[src/rtl/adc_sched_pkg.sv]
// Shared constants and state encoding for the ADC frame scheduler.
package adc_sched_pkg;
   localparam int unsigned CH_N     = 4;
   localparam int unsigned DATA_W   = 16;
   localparam int unsigned MAX_LOG2 = 4;
   localparam int unsigned ACC_W    = DATA_W + MAX_LOG2;
   localparam int unsigned N_W      = $clog2(MAX_LOG2 + 1);
   localparam int unsigned CNT_W    = MAX_LOG2;

   typedef enum logic [1:0] {
      IDLE  = 2'd0,
      ACCUM = 2'd1,
      EMIT  = 2'd2
   } state_e;
endpackage

[src/rtl/ch_accumulator.sv]
// Per-channel turn accumulator; avg_out_c is the average that includes the sample on din_i.
module ch_accumulator
   import adc_sched_pkg::*;
(
   input  logic              clk_i,
   input  logic              rst_ni,
   input  logic              clear_i,
   input  logic              add_en_i,
   input  logic [DATA_W-1:0] din_i,
   input  logic [N_W-1:0]    n_lat_i,
   output logic [DATA_W-1:0] avg_out_c
);
   logic [ACC_W-1:0] acc_q;
   logic [ACC_W-1:0] acc_d;
   logic [ACC_W-1:0] sum_c;

   assign sum_c     = acc_q + ACC_W'(din_i);
   assign avg_out_c = DATA_W'(sum_c >> n_lat_i);

   always_comb begin
      acc_d = acc_q;
      if (clear_i) begin
         acc_d = '0;
      end else if (add_en_i) begin
         acc_d = sum_c;
      end
   end

   always_ff @(posedge clk_i or negedge rst_ni) begin
      if (!rst_ni) begin
         acc_q <= '0;
      end else begin
         acc_q <= acc_d;
      end
   end
endmodule

[src/rtl/adc_frame_scheduler.sv]
// Averages 2^n ADC mux turns per channel and streams the four results as a tagged frame.
module adc_frame_scheduler
   import adc_sched_pkg::*;
(
   input  logic              Clk,
   input  logic              Rst_n,
   input  logic              enable,
   input  logic [2:0]        avg_sel,
   input  logic              one_turn,
   input  logic [DATA_W-1:0] ch0_in,
   input  logic [DATA_W-1:0] ch1_in,
   input  logic [DATA_W-1:0] ch2_in,
   input  logic [DATA_W-1:0] ch3_in,
   output logic [DATA_W-1:0] m_data,
   output logic [1:0]        m_ch,
   output logic              m_valid,
   input  logic              m_ready,
   output logic              m_last,
   output logic              busy,
   output logic              overrun,
   output logic [15:0]       frame_cnt
);
   state_e            state_q, state_d;
   logic              one_turn_q;
   logic [N_W-1:0]    n_lat_q, n_lat_d;
   logic [CNT_W-1:0]  turn_cnt_q, turn_cnt_d;
   logic [1:0]        beat_q, beat_d;
   logic [DATA_W-1:0] out_q [CH_N];
   logic [DATA_W-1:0] out_d [CH_N];
   logic [DATA_W-1:0] m_data_q, m_data_d;
   logic [1:0]        m_ch_q, m_ch_d;
   logic              m_valid_q, m_valid_d;
   logic              m_last_q, m_last_d;
   logic              busy_q;
   logic              overrun_q, overrun_d;
   logic [15:0]       frame_cnt_q, frame_cnt_d;

   logic              turn_edge_c;
   logic              clear_c;
   logic              add_en_c;
   logic [CNT_W-1:0]  last_cnt_c;
   logic [1:0]        beat_nx_c;
   logic [DATA_W-1:0] ch_in_c [CH_N];
   logic [DATA_W-1:0] avg_c [CH_N];

   assign turn_edge_c = one_turn & ~one_turn_q;
   assign last_cnt_c  = CNT_W'((32'd1 << n_lat_q) - 32'd1);
   assign beat_nx_c   = beat_q + 2'd1;
   assign ch_in_c[0]  = ch0_in;
   assign ch_in_c[1]  = ch1_in;
   assign ch_in_c[2]  = ch2_in;
   assign ch_in_c[3]  = ch3_in;

   for (genvar k = 0; k < CH_N; k++) begin : g_ch
      ch_accumulator u_acc (
         .clk_i     (Clk),
         .rst_ni    (Rst_n),
         .clear_i   (clear_c),
         .add_en_i  (add_en_c),
         .din_i     (ch_in_c[k]),
         .n_lat_i   (n_lat_q),
         .avg_out_c (avg_c[k])
      );
   end

   // Next-state, accumulator control and output-beat selection.
   always_comb begin
      state_d     = state_q;
      n_lat_d     = n_lat_q;
      turn_cnt_d  = turn_cnt_q;
      beat_d      = beat_q;
      out_d       = out_q;
      m_data_d    = m_data_q;
      m_ch_d      = m_ch_q;
      m_valid_d   = m_valid_q;
      m_last_d    = m_last_q;
      overrun_d   = overrun_q;
      frame_cnt_d = frame_cnt_q;
      clear_c     = 1'b0;
      add_en_c    = 1'b0;

      case (state_q)
         IDLE: begin
            if (enable) begin
               state_d    = ACCUM;
               n_lat_d    = (avg_sel > 3'(MAX_LOG2)) ? N_W'(MAX_LOG2) : N_W'(avg_sel);
               turn_cnt_d = '0;
               clear_c    = 1'b1;
               overrun_d  = 1'b0;
            end
         end
         ACCUM: begin
            if (!enable) begin
               state_d = IDLE;
            end else if (turn_edge_c) begin
               add_en_c = 1'b1;
               if (turn_cnt_q == last_cnt_c) begin
                  state_d   = EMIT;
                  out_d     = avg_c;
                  beat_d    = 2'd0;
                  m_valid_d = 1'b1;
                  m_data_d  = avg_c[0];
                  m_ch_d    = 2'd0;
                  m_last_d  = 1'b0;
               end else begin
                  turn_cnt_d = turn_cnt_q + CNT_W'(1);
               end
            end
         end
         EMIT: begin
            // Turns arriving while the frame drains are lost, so flag them.
            if (turn_edge_c) begin
               overrun_d = 1'b1;
            end
            if (m_ready) begin
               if (beat_q == 2'd3) begin
                  frame_cnt_d = frame_cnt_q + 16'd1;
                  m_valid_d   = 1'b0;
                  m_last_d    = 1'b0;
                  if (enable) begin
                     state_d    = ACCUM;
                     turn_cnt_d = '0;
                     clear_c    = 1'b1;
                  end else begin
                     state_d = IDLE;
                  end
               end else begin
                  beat_d   = beat_nx_c;
                  m_data_d = out_q[beat_nx_c];
                  m_ch_d   = beat_nx_c;
                  m_last_d = (beat_nx_c == 2'd3);
               end
            end
         end
         default: state_d = IDLE;
      endcase
   end

   always_ff @(posedge Clk or negedge Rst_n) begin
      if (!Rst_n) begin
         state_q     <= IDLE;
         one_turn_q  <= 1'b0;
         n_lat_q     <= '0;
         turn_cnt_q  <= '0;
         beat_q      <= '0;
         for (int k = 0; k < CH_N; k++) out_q[k] <= '0;
         m_data_q    <= '0;
         m_ch_q      <= '0;
         m_valid_q   <= 1'b0;
         m_last_q    <= 1'b0;
         busy_q      <= 1'b0;
         overrun_q   <= 1'b0;
         frame_cnt_q <= '0;
      end else begin
         state_q     <= state_d;
         one_turn_q  <= one_turn;
         n_lat_q     <= n_lat_d;
         turn_cnt_q  <= turn_cnt_d;
         beat_q      <= beat_d;
         out_q       <= out_d;
         m_data_q    <= m_data_d;
         m_ch_q      <= m_ch_d;
         m_valid_q   <= m_valid_d;
         m_last_q    <= m_last_d;
         busy_q      <= (state_d != IDLE);
         overrun_q   <= overrun_d;
         frame_cnt_q <= frame_cnt_d;
      end
   end

   assign m_data    = m_data_q;
   assign m_ch      = m_ch_q;
   assign m_valid   = m_valid_q;
   assign m_last    = m_last_q;
   assign busy      = busy_q;
   assign overrun   = overrun_q;
   assign frame_cnt = frame_cnt_q;
endmodule
[config.mk]
export PLATFORM = sky130hd
export DESIGN_NAME = adc_frame_scheduler
export DESIGN_NICKNAME = d
export VERILOG_FILES = /design/src/rtl/adc_sched_pkg.sv /design/src/rtl/ch_accumulator.sv /design/src/rtl/adc_frame_scheduler.sv
export SDC_FILE = /design/constraint.sdc
export NUM_CORES = 1
export LEC_CHECK = 0
export ABC_CLOCK_PERIOD_IN_PS = 4400
export CAP_MARGIN = 25
export CORE_UTILIZATION = 30
export DETAILED_ROUTE_END_ITERATION = 10
export SLEW_MARGIN = 20
export SYNTH_ARGS = -nofsm -noshare
export SYNTH_HDL_FRONTEND = slang
export SYNTH_SLANG_ARGS = --single-unit
export TNS_END_PERCENT = 10
[constraint.sdc]
create_clock -name Clk -period 4.4 [get_ports Clk]
set_clock_uncertainty 0.05 [all_clocks]
set_input_delay 0.66 -clock Clk [delete_from_list [all_inputs] [get_ports Clk]]
set_output_delay 0.66 -clock Clk [all_outputs]
set_load 0.02 [all_outputs]
### Word level (Yosys, flattened, before mapping)

Cells that the tools add are included.
W data, S select, Z words.

| word-level totals | value |
|---|---|
| flip-flop bits (word level) | 192 |
| input bits | 72 |
| output and inout port bits | 38 |
| word-level logic and storage cells | 126 |

| operators by class | value |
|---|---|
| add/sub/neg operators | 8 |
| shift-type cells | 5 |
| reductions and logical operators | 14 |
| eq/ne operators | 14 |
| magnitude comparators | 2 |
| muxes and demuxes | 61 |
| bitwise operators | 3 |

Operators by type and width:

| kind | count |
|---|---|
| $mux W20 | 8 |
| $mux W16 | 7 |
| $add A20 B16 Y20 | 4 |
| $shr A20 B3 Y16 | 4 |
| $bmux W16 S2 | 1 |
| $pmux W16 S2 | 1 |
| $mux W4 | 6 |
| $mux W2 | 11 |
| $mux W1 | 19 |
| $ne A2 B2 Y1 const B | 9 |
| $reduce_and A6 Y1 | 3 |
| $add A16 B1 Y16 const B | 1 |
| $pmux W4 S3 | 1 |
| $pmux W1 S2 | 4 |
| $reduce_bool A2 Y1 | 4 |
| $eq A2 B2 Y1 const B | 3 |
| $pmux W2 S3 | 1 |
| $reduce_and A3 Y1 | 2 |
| $reduce_and A5 Y1 | 1 |
| $add A4 B1 Y4 const B | 1 |
| $eq A4 B4 Y1 | 1 |
| $pmux W2 S2 | 1 |
| $reduce_and A4 Y1 | 1 |
| $shl A1 B3 Y4 const A | 1 |
| 12 further kinds | 12 |

### Depth between registers and ports, before layout

Gate-level depths: netlist (run 1).

| logic depth | value |
|---|---|
| depth after elaboration | 8 |
| gate-level depth with buffers | 17 |
| depth with buffers taken out | 12 |

### Modules after synthesis

Synthesis (run 1) repeated with hierarchy kept, for this count alone.

| unflattened totals | value |
|---|---|
| cells, all modules | 1,754 |
| area total of the unflattened synthesis | 16,210.5 um^2 |

By module, submodules not included:

| module | cells an instance | area each (um^2) | seq. area each (um^2) | instances |
|---|---|---|---|---|
| ch_accumulator (g_ch[2].u_acc ...) | 356 | 2,849.0 | 500.5 | 2 |
| ch_accumulator (g_ch[0].u_acc ...) | 331 | 2,695.1 | 500.5 | 2 |
| adc_frame_scheduler | 380 | 5,122.4 | 2,802.7 | 1 |

### Worst setup path before layout (run 1)

OpenSTA, ideal clock, no wires.

| path | value |
|---|---|
| kind | flip-flop to flip-flop |
| from | reg n_lat_q[0] |
| to | reg out_q[29] (netlist bit) |
| arrival | 3.266 ns |
| required time | 4.227 ns |
| path buffers | 4 |
| clock period less this slack | 3.439 ns |
| stages on the path, launching flop included | 16 |
| slack | 0.961 ns |
| setup time | 0.123 ns |
| cell sequence | dfrtp_1 -> clkbuf_1 -> inv_2 -> clkbuf_8 -> clkbuf_1 -> clkbuf_1 -> nand2_1 -> ha_1 -> xnor2_1 -> a31o_2 -> nand4_1 -> nand2b_4 -> nor2_1 -> o31ai_1 -> a311o_1 -> o221a_2 |

| between the ends | value |
|---|---|
| word-level cells in the longest chain between the ends | 4 |
| elaborated cells on any way between the ends | 5 |
| those cells by class | add/sub (1); eq/ne (1); shift (2); reduce/logical (1) |

RTL lines:

| what | RTL line | RTL |
|---|---|---|
| start, declared | adc_frame_scheduler.sv:25 | `logic [N_W-1:0] n_lat_q, n_lat_d;` |
| start signal, assigned | adc_frame_scheduler.sv:157 | `n_lat_q <= n_lat_d;` |
| $shl A1 B3 Y4 | adc_frame_scheduler.sv:47 | `assign last_cnt_c = CNT_W'((32'd1 << n_lat_q) - 32'd1);` |
| $sub A4 B1 Y4 | adc_frame_scheduler.sv:47 |  |
| $eq A4 B4 Y1 | adc_frame_scheduler.sv:97 | `if (turn_cnt_q == last_cnt_c) begin` |
| $reduce_and A4 Y1 (no line) | - |  |
| end signal, assigned | adc_frame_scheduler.sv:160 | `out_q <= out_d;` |
| end, declared | adc_frame_scheduler.sv:28 | `logic [DATA_W-1:0] out_q [CH_N];` |

Several ways; a longest one is shown, not always the timed one.
A chain may end at the register's enable or synchronous reset.

### Worst setup path in the final report (run 1)

| path | value |
|---|---|
| from | in ch0_in[0] |
| to | reg out_q[59] (netlist bit) |

| between the ends | value |
|---|---|
| word-level cells in the longest chain between the ends | 2 |

RTL lines:

| what | RTL line | RTL |
|---|---|---|
| start, declared | adc_frame_scheduler.sv:10 | `input logic [DATA_W-1:0] ch0_in,` |
| $add A20 B16 Y20 | ch_accumulator.sv:17 | `assign sum_c = acc_q + ACC_W'(din_i);` |
| $shr A20 B3 Y16 | ch_accumulator.sv:18 | `assign avg_out_c = DATA_W'(sum_c >> n_lat_i);` |

No other way between the ends.

==> results of run 1 <==
how the worst max path moves through the flow:
stage          depth (start not counted)              startpoint               endpoint
2_1_floorplan                         15  n_lat_q[0]$_DFFE_PN0P_  out_q[29]$_DFFE_PN0P_
3_3_place_gp                          13               ch0_in[0]  m_data[1]$_DFFE_PN0P_
3_5_place_dp                          13               ch0_in[0]  m_data[7]$_DFFE_PN0P_
4_1_cts                               13               ch0_in[0]  out_q[59]$_DFFE_PN0P_
5_1_grt                               13               ch0_in[0]  out_q[59]$_DFFE_PN0P_
6_report                              13               ch0_in[0]  out_q[59]$_DFFE_PN0P_
final cells by class:
cell class              instances  area, sq um
fillers                      4637        29400
multi-input cells            1250         8750
flip-flops and latches        192         4810
repair buffers                132         1290
well taps                     600          751
clock buffers                  20          457
clock inverters                12          146
inverters                      31          118
cell usage after synthesis, types with 6 or more instances:
library cell               count  share of area (%)
sky130_fd_sc_hd__nand2_1     201                5.4
sky130_fd_sc_hd__o22ai_1      11               0.49
sky130_fd_sc_hd__a211oi_1     33                1.8
sky130_fd_sc_hd__mux2i_1      50                3.6
sky130_fd_sc_hd__nand4_1      14               0.62
sky130_fd_sc_hd__dfrtp_1     192                 34
sky130_fd_sc_hd__o31ai_1      12               0.64
sky130_fd_sc_hd__o21bai_1      8               0.43
sky130_fd_sc_hd__inv_1        30               0.80
sky130_fd_sc_hd__or3_1         6               0.27
sky130_fd_sc_hd__o21a_1       14               0.75
sky130_fd_sc_hd__a21o_1       27                1.4
sky130_fd_sc_hd__mux2_2       17                1.4
sky130_fd_sc_hd__a22o_1       47                2.9
sky130_fd_sc_hd__nand3_1      23               0.82
sky130_fd_sc_hd__xor2_1       34                2.1
sky130_fd_sc_hd__o221ai_1      7               0.44
sky130_fd_sc_hd__buf_2        11               0.39
sky130_fd_sc_hd__clkbuf_1     60                1.6
sky130_fd_sc_hd__a311oi_1      6               0.37
sky130_fd_sc_hd__a22oi_1       8               0.43
sky130_fd_sc_hd__and3_1       17               0.76
sky130_fd_sc_hd__nand2b_1     11               0.49
sky130_fd_sc_hd__nor2_1      130                3.5
sky130_fd_sc_hd__o21ai_0     105                3.7
sky130_fd_sc_hd__o211ai_1     22                1.2
sky130_fd_sc_hd__a21oi_1     119                4.2
sky130_fd_sc_hd__xnor2_1      54                3.4
sky130_fd_sc_hd__nor3_1       21               0.75
sky130_fd_sc_hd__buf_1        15               0.40
sky130_fd_sc_hd__nor2b_1      14               0.62
sky130_fd_sc_hd__and2_1       19               0.84
sky130_fd_sc_hd__a31oi_1      12               0.53
sky130_fd_sc_hd__mux4_2       27                4.3
sky130_fd_sc_hd__ha_1         69                6.1
stage by stage:
| stage | setup slack, ns | hold WS [ns] |
|---|---|---|
| floorplan | 0.961 | 0.314 |
| global placement | 0.249 | 0.405 |
| detailed placement | 0.196 | 0.416 |
| CTS | 0.664 | 0.273 |
| global route | 0.445 | 0.299 |
| finish | 0.602 | 0.230 |
worst max-delay path: cells and delay by family:
kind | cells | cell delay, ns
and+or+nand+nor | 1 | 0.18
buffers and inverters | 2 | 0.56
muxes | 2 | 0.52
AOI/OAI and AO/OA | 5 | 1.23
xor gates and xnor gates | 1 | 0.39
adders and majority gates | 2 | 0.59
kinds of logic (layout without fill, tap and decap cells):
kind of cell / after synthesis / in the layout / share of synthesized area (%)
flip-flops: 192 / 192 / 34.1
buffers and inverters: 124 / 195 / 3.81
AO/OA/AOI/OAI: 512 / 512 / 24.7
adder cells (fa/ha/maj): 73 / 73 / 6.70
multiplexers: 97 / 97 / 9.80
AND/OR/NAND/NOR: 480 / 480 / 15.3
XOR/XNOR: 88 / 88 / 5.48
flip-flops by register name, summed over array words and instances (netlist names), 2 cells and up:
signal            cells
out_q                64
turn_cnt_q            4
m_ch                  2
g_ch.u_acc.acc_q     80
frame_cnt            16
m_data               16
state_q               2
n_lat_q               3
power groups by stage:
stage               logic (mW)  clock network, mW  registers (mW)
floorplan                 3.09                  0            2.52
global placement          4.33                  0            2.62
CTS                       4.41               1.69            2.59
finish                    4.44               1.66            2.61
detailed placement        4.39                  0            2.62
global route              4.85               1.76            2.64
metal layers:
metal,track usage [%],up-vias,wire (microns)
li1,-,5911,-
met1,27.3,6135,21200
met2,29.6,411,20000
met3,2.70,44,2290
met4,4.34,0,685
met5,0,-,0
==> insert_results.sql, run 1 <==
INSERT INTO impl_metrics (metric_group, metric, value, unit) VALUES
('run_status', 'status', 'completed', ''),
('placed_design', 'port_buffers', '109', ''),
('synth', 'async_flop_share', '100', '%'),
('cts', 'clkLatencyLatePin', '0.47', 'ns'),
('cts', 'ctsLongestPathBuffers', '2', ''),
('drt', 'post_drt_wl_per_cell', '19.7', 'microns'),
('synth', 'yosys_reg_bits', '192', ''),
('critical_path', 'worst-endpoint-arrival', '4.13', 'ns'),
('placed_design', 'placedInstanceArea', '0.0157', 'sq mm'),
('critical_path', 'rr_worst_depth', '10', ''),
('critical_path', 'path_cells', 'clkdlybuf4s50_1 -> ha_1 -> inv_1 -> fa_1 -> nand2b_1 -> a21oi_1 -> o21ai_0 -> a221o_1 -> xnor2_1 -> mux2i_1 -> mux2i_1 -> a211oi_1 -> o21ai_0', ''),
('global_route', 'gr-usage-all-layers', '18.9', '%'),
('drt', 'post_drt_via_cell_ratio', '5.59', ''),
('drt', 'final_antenna_net_count', '0', ''),
('critical_path', 'timing_worst_setup_path_type', 'primary input to register', ''),
('layout', 'area_growth_syn_to_layout', '16.0', '%'),
('layout', 'final_nets', '1769', ''),
('cts', 'postcts_setup_bufs', '0', ''),
('synth', 'netlist_area', '0.0141', 'sq mm'),
('drt', 'vias', '12501', ''),
('sta', 'maximum_operating_frequency', '263', 'MHz'),
('sta', 'fin_crit_sh', '86.3', '%'),
('pwr', 'power.switching_fraction', '43.5', '%'),
('drt', 'drt_pass1_iterations', '5', ''),
('cts', 'tritoncts', 'built', ''),
('cts', 'clock-sinks', '192', ''),
('critical_path', 'cp-start-kind', 'primary input', ''),
('sta', 'period_minus_ws_final', '3.80', 'ns'),
('worst_hold_path', 'worst_hold_path_type', 'primary input to asynchronous set/reset pin', ''),
('pwr', 'leakage', '7.19', 'nW'),
('critical_path', 'critical_path_peak_fanout', '3', ''),
('global_route', 'grt_start_max_net_pins', '94', ''),
('sta', 'timing_max_transition_violations_final', '0', ''),
('layout', 'final_layout_size_suffix_gt1_share', '8.25', '%'),
('critical_path', 'critical-path-slowest-cell', 'sky130_fd_sc_hd__clkdlybuf4s50_1', ''),
('sta', 'hold_viol', '0', ''),
('pwr', 'switching_power', '3.79', 'mW'),
('pwr', 'peakVddDrop', '0.000270', 'V'),
('sta', 'rsz0062_at_grt', 'no', ''),
('synth', 'synth-warning-count', '0', ''),
('critical_path', 'rrSetupSlack', '0.84', 'ns'),
('sta', 'slew_headroom', '35.8', '%'),
('pwr', 'power_per_cell_area', '533', 'mW/mm^2'),
('pwr', 'internal-power', '4.92', 'mW'),
('critical_path', 'cp-end-kind', 'register', ''),
('critical_path', 'timing.rr.end', 'out_q[13]$_DFFE_PN0P_', ''),
('critical_path', 'timing.critical_path.required', '4.73', 'ns'),
('cts', 'post_cts_hold_buffer_count', '0', ''),
('pwr', 'power_frac_clock', '19.1', '%'),
('drt', 'post-route-drc-count', '0', ''),
('global_route', 'grt_pass1_vias', '12030', ''),
('global_route', 'grt_antenna_before_repair', '0', ''),
('cts', 'clk_transition_reported_paths', '0.07', 'ns'),
('placed_design', 'place.detailed.instances', '2205', ''),
('synth', 'postSynthCellCount', '1566', ''),
('floorplanning', 'die_area', '0.0478', 'sq mm'),
('layout', 'final_area', '0.0163', 'sq mm'),
('critical_path', 'max_stage_delay', '0.50', 'ns'),
('critical_path', 'r2r_start', 'n_lat_q[2]$_DFFE_PN0P_', ''),
('floorplanning', 'initial_core_util', '30.7', '%'),
('pwr', 'share_comb_of_total_power', '50.9', '%'),
('global_route', 'wire_length_of_the_first_global_routing_pass', '70600', 'microns'),
('drt', 'postRouteWirelength', '44100', 'microns'),
('cts', 'clk_root_buffer_cell', 'sky130_fd_sc_hd__clkbuf_16', ''),
('layout', 'final_cell_mix', 'sky130_fd_sc_hd__nand2_1 (201), sky130_fd_sc_hd__dfrtp_1 (190), sky130_fd_sc_hd__nor2_1 (127)', ''),
('floorplanning', 'num_rows', '78', ''),
('synth', 'synth_seq_area_share', '34.1', '%'),
('floorplanning', 'fp.dieH', '219', 'microns'),
('floorplanning', 'die_width', '219', 'microns'),
('pwr', 'sequentialPowerShare', '29.9', '%'),
('cts', 'post_cts.resized_instances', '0', '');
Note: power is estimated with default switching activity, not from simulation.
==> run 2: changes to the inputs <==
- CORE_MARGIN: default -> 3
- SETUP_SLACK_MARGIN: default -> 0.5
==> run 2 against run 1 <==
Compared with the run above:
- utilization decreased by 0.051 points
- final cell count unchanged
- wire length increased by 0.88%
- global-route usage decreased by 1.1 points
- die area increased by 3.7%
- total power increased by 0.61%
- critical path type unchanged
- hold slack got worse by 0.031 ns
- clock power about the same
- maximum frequency increased by 3.3%
- cell area about the same
- non-clock buffer count unchanged
==> insert_results.sql, run 2 (synthesis gave the netlist of run 1 again) <==
INSERT INTO impl_metrics (metric_group, metric, value, unit) VALUES
('run_status', 'status', 'completed', ''),
('layout', 'final_layout_size_suffix_gt1_share', '8.31', '%'),
('layout', 'largest_register', 'g_ch.u_acc.acc_q', ''),
('layout', 'final_core_util', '35.6', '%'),
('cts', 'ctsLongestPathBuffers', '2', ''),
('drt', 'drt_pass1_iterations', '7', ''),
('sta', 'setup_violations', '0', ''),
('placed_design', 'globalplace.congestion', '0.928', ''),
('critical_path', 'cp_common_cell', 'sky130_fd_sc_hd__a21oi_1', ''),
('sta', 'slew_headroom', '33.8', '%'),
('sta', 'period_minus_ws_final', '3.68', 'ns'),
('global_route', 'grt_start_max_net_pins', '91', ''),
('cts', 'clkLatencyLatePin', '0.46', 'ns'),
('critical_path', 'critical-path-slowest-cell', 'sky130_fd_sc_hd__clkdlybuf4s50_1', ''),
('critical_path', 'worst-endpoint-arrival', '4.03', 'ns'),
('critical_path', 'timing.critical_path.required', '4.75', 'ns'),
('drt', 'post-route-drc-count', '0', ''),
('cts', 'clk_root_buffer_cell', 'sky130_fd_sc_hd__clkbuf_16', ''),
('global_route', 'grt_pass1_vias', '12488', ''),
('sta', 'final.setup.tns', '0', 'ns'),
('layout', 'final_cell_mix', 'sky130_fd_sc_hd__nand2_1 (201), sky130_fd_sc_hd__dfrtp_1 (190), sky130_fd_sc_hd__nor2_1 (127)', ''),
('critical_path', 'critPathTopFamily', 'compound AO/OA/AOI/OAI gates', ''),
('worst_hold_path', 'worst_hold_path_type', 'primary input to asynchronous set/reset pin', ''),
('layout', 'fillers', '4682', ''),
('floorplanning', 'design.portCount', '110', ''),
('global_route', 'wire_length_of_the_first_global_routing_pass', '71000', 'microns'),
('cts', 'tritoncts', 'built', ''),
('layout', 'diodes', '0', ''),
('sta', 'maximum_operating_frequency', '272', 'MHz'),
('sta', 'hold_viol', '0', ''),
('drt', 'vias', '12661', ''),
('layout', 'area_growth_syn_to_layout', '16.1', '%'),
('pwr', 'leakage', '7.21', 'nW'),
('pwr', 'peakVddDrop', '0.000304', 'V'),
('sta', 'timing_max_transition_violations_final', '0', ''),
('layout', 'layout_commonest_cell', 'sky130_fd_sc_hd__nand2_1', ''),
('cts', 'cts-buffers-inserted', '17', ''),
('floorplanning', 'core', '0.0459', 'sq mm'),
('drt', 'first_iter_violations', '1216', ''),
('global_route', 'grt_antenna_before_repair', '0', ''),
('sta', 'fin_crit_sh', '83.6', '%'),
('critical_path', 'timing.critical_path.buf_inv', '2', ''),
('critical_path', 'critical_path_peak_fanout', '5', ''),
('cts', 'clk_transition_reported_paths', '0.08', 'ns'),
('job', 'max_cap_violations', '0', ''),
('cts', 'cts_htree_levels', '4', ''),
('sta', 'rsz0062_at_grt', 'yes', ''),
('cts', 'post_cts_hold_buffer_count', '0', ''),
('critical_path', 'path_cells', 'clkdlybuf4s50_1 -> ha_1 -> inv_1 -> fa_1 -> nand2b_1 -> a21oi_1 -> nor2b_1 -> xnor2_1 -> a211oi_1 -> a311oi_1 -> a222oi_1 -> a21oi_1 -> a21o_1', ''),
('floorplanning', 'die_width', '223', 'microns'),
('drt', 'post_drt_via_cell_ratio', '5.66', ''),
('critical_path', 'r2r_start', 'n_lat_q[1]$_DFFE_PN0P_', ''),
('placed_design', 'port_buffers', '109', ''),
('critical_path', 'max_stage_delay', '0.47', 'ns'),
('critical_path', 'cp-end-kind', 'register', ''),
('floorplanning', 'fp.dieH', '223', 'microns'),
('critical_path', 'cp-start-kind', 'primary input', ''),
('critical_path', 'timing.rr.end', 'out_q[29]$_DFFE_PN0P_', ''),
('drt', 'final_antenna_net_count', '0', ''),
('floorplanning', 'num_rows', '78', ''),
('global_route', 'gr-usage-all-layers', '17.8', '%'),
('layout', 'final_nets', '1769', ''),
('cts', 'clock-sinks', '192', ''),
('critical_path', 'rr_worst_depth', '10', ''),
('layout', 'largest_register_ff_count', '80', ''),
('floorplanning', 'die_area', '0.0495', 'sq mm'),
('placed_design', 'dpl.hpwl', '32300', 'microns'),
('critical_path', 'rrSetupSlack', '0.81', 'ns'),
('layout', 'biggestRegsByFlops', 'g_ch.u_acc.acc_q x80, out_q x64', ''),
('sta', 'worst_slew_pin_tran', '0.992', 'ns'),
('global_route', 'overflow', '0', ''),
('pwr', 'power_per_cell_area', '536', 'mW/mm^2'),
('floorplanning', 'initial_core_util', '30.7', '%'),
('critical_path', 'timing_worst_setup_path_type', 'primary input to register', ''),
('drt', 'postRouteWirelength', '44500', 'microns'),
('drt', 'post_drt_wl_per_cell', '19.9', 'microns');
## run 2: changes by cell type in the layout (fill, tap and decap cells not counted), sizes merged
cell | previous run | this run
clkinv | 2 | 4
clkbuf | 21 | 19
buf | 23 | 22
inv | 36 | 38
clkinvlp | 3 | 2
## run 2: layout make-up
type	count	area (sq um)	share of cell area [%]
Tap cell	600	751	4.60
Sequential cell	192	4810	29.4
Inverter	31	118	0.720
Clock buffer	17	425	2.60
Multi-Input combinational cell	1250	8760	53.6
Clock inverter	15	196	1.20
Timing Repair Buffer	132	1280	7.84
## run 2: timing repair
action | in CTS | in global routing
setup buffers | 0 | 0
gates resized for setup | 0 | 1
setup endpoints to repair | 0 | 4
## run 2: how the worst max path moves through the flow
stage,depth (start not counted),slack (ns),start,endpoint
2_1_floorplan,15,0.96,n_lat_q[0]$_DFFE_PN0P_,out_q[29]$_DFFE_PN0P_
3_3_place_gp,13,0.28,ch0_in[0],m_data[1]$_DFFE_PN0P_
3_5_place_dp,13,0.26,ch0_in[0],out_q[60]$_DFFE_PN0P_
4_1_cts,13,0.70,ch0_in[0],m_data[7]$_DFFE_PN0P_
5_1_grt,13,0.48,ch0_in[0],m_data[1]$_DFFE_PN0P_
6_report,13,0.72,ch0_in[0],m_data[1]$_DFFE_PN0P_
## run 2: per-layer routing
layer / GRT usage, % / up-vias / routed length [microns]
met5: 0 / - / 0
met2: 28.4 / 459 / 20200
met1: 24.6 / 6229 / 20500
met4: 4.96 / 0 / 1020
li1: - / 5920 / -
met3: 3.42 / 53 / 2780
## run 2: power breakdown
| part | switching (mW) | leakage [nW] | internal [mW] |
|---|---|---|---|
| Sequential | 0.389 | 2.59 | 2.21 |
| Clock | 0.822 | 0.298 | 0.872 |
| Combinational | 2.64 | 4.32 | 1.83 |
## run 2: metrics by stage
| step | area, sq um | setup slack, ns | total power, mW | hold slack, ns | std cells |
|---|---|---|---|---|---|
| 6_report | 16300 | 0.722 | 8.76 | 0.199 | 2237 |
| 5_1_grt | 16300 | 0.476 | 9.32 | 0.254 | 2237 |
| 4_1_cts | 16300 | 0.698 | 8.75 | 0.245 | 2236 |
| 2_1_floorplan | 14100 | 0.961 | 5.60 | 0.314 | 1566 |
| 3_3_place_gp | 15700 | 0.278 | 6.95 | 0.409 | 2204 |
| 3_5_place_dp | 15700 | 0.264 | 7.03 | 0.416 | 2204 |
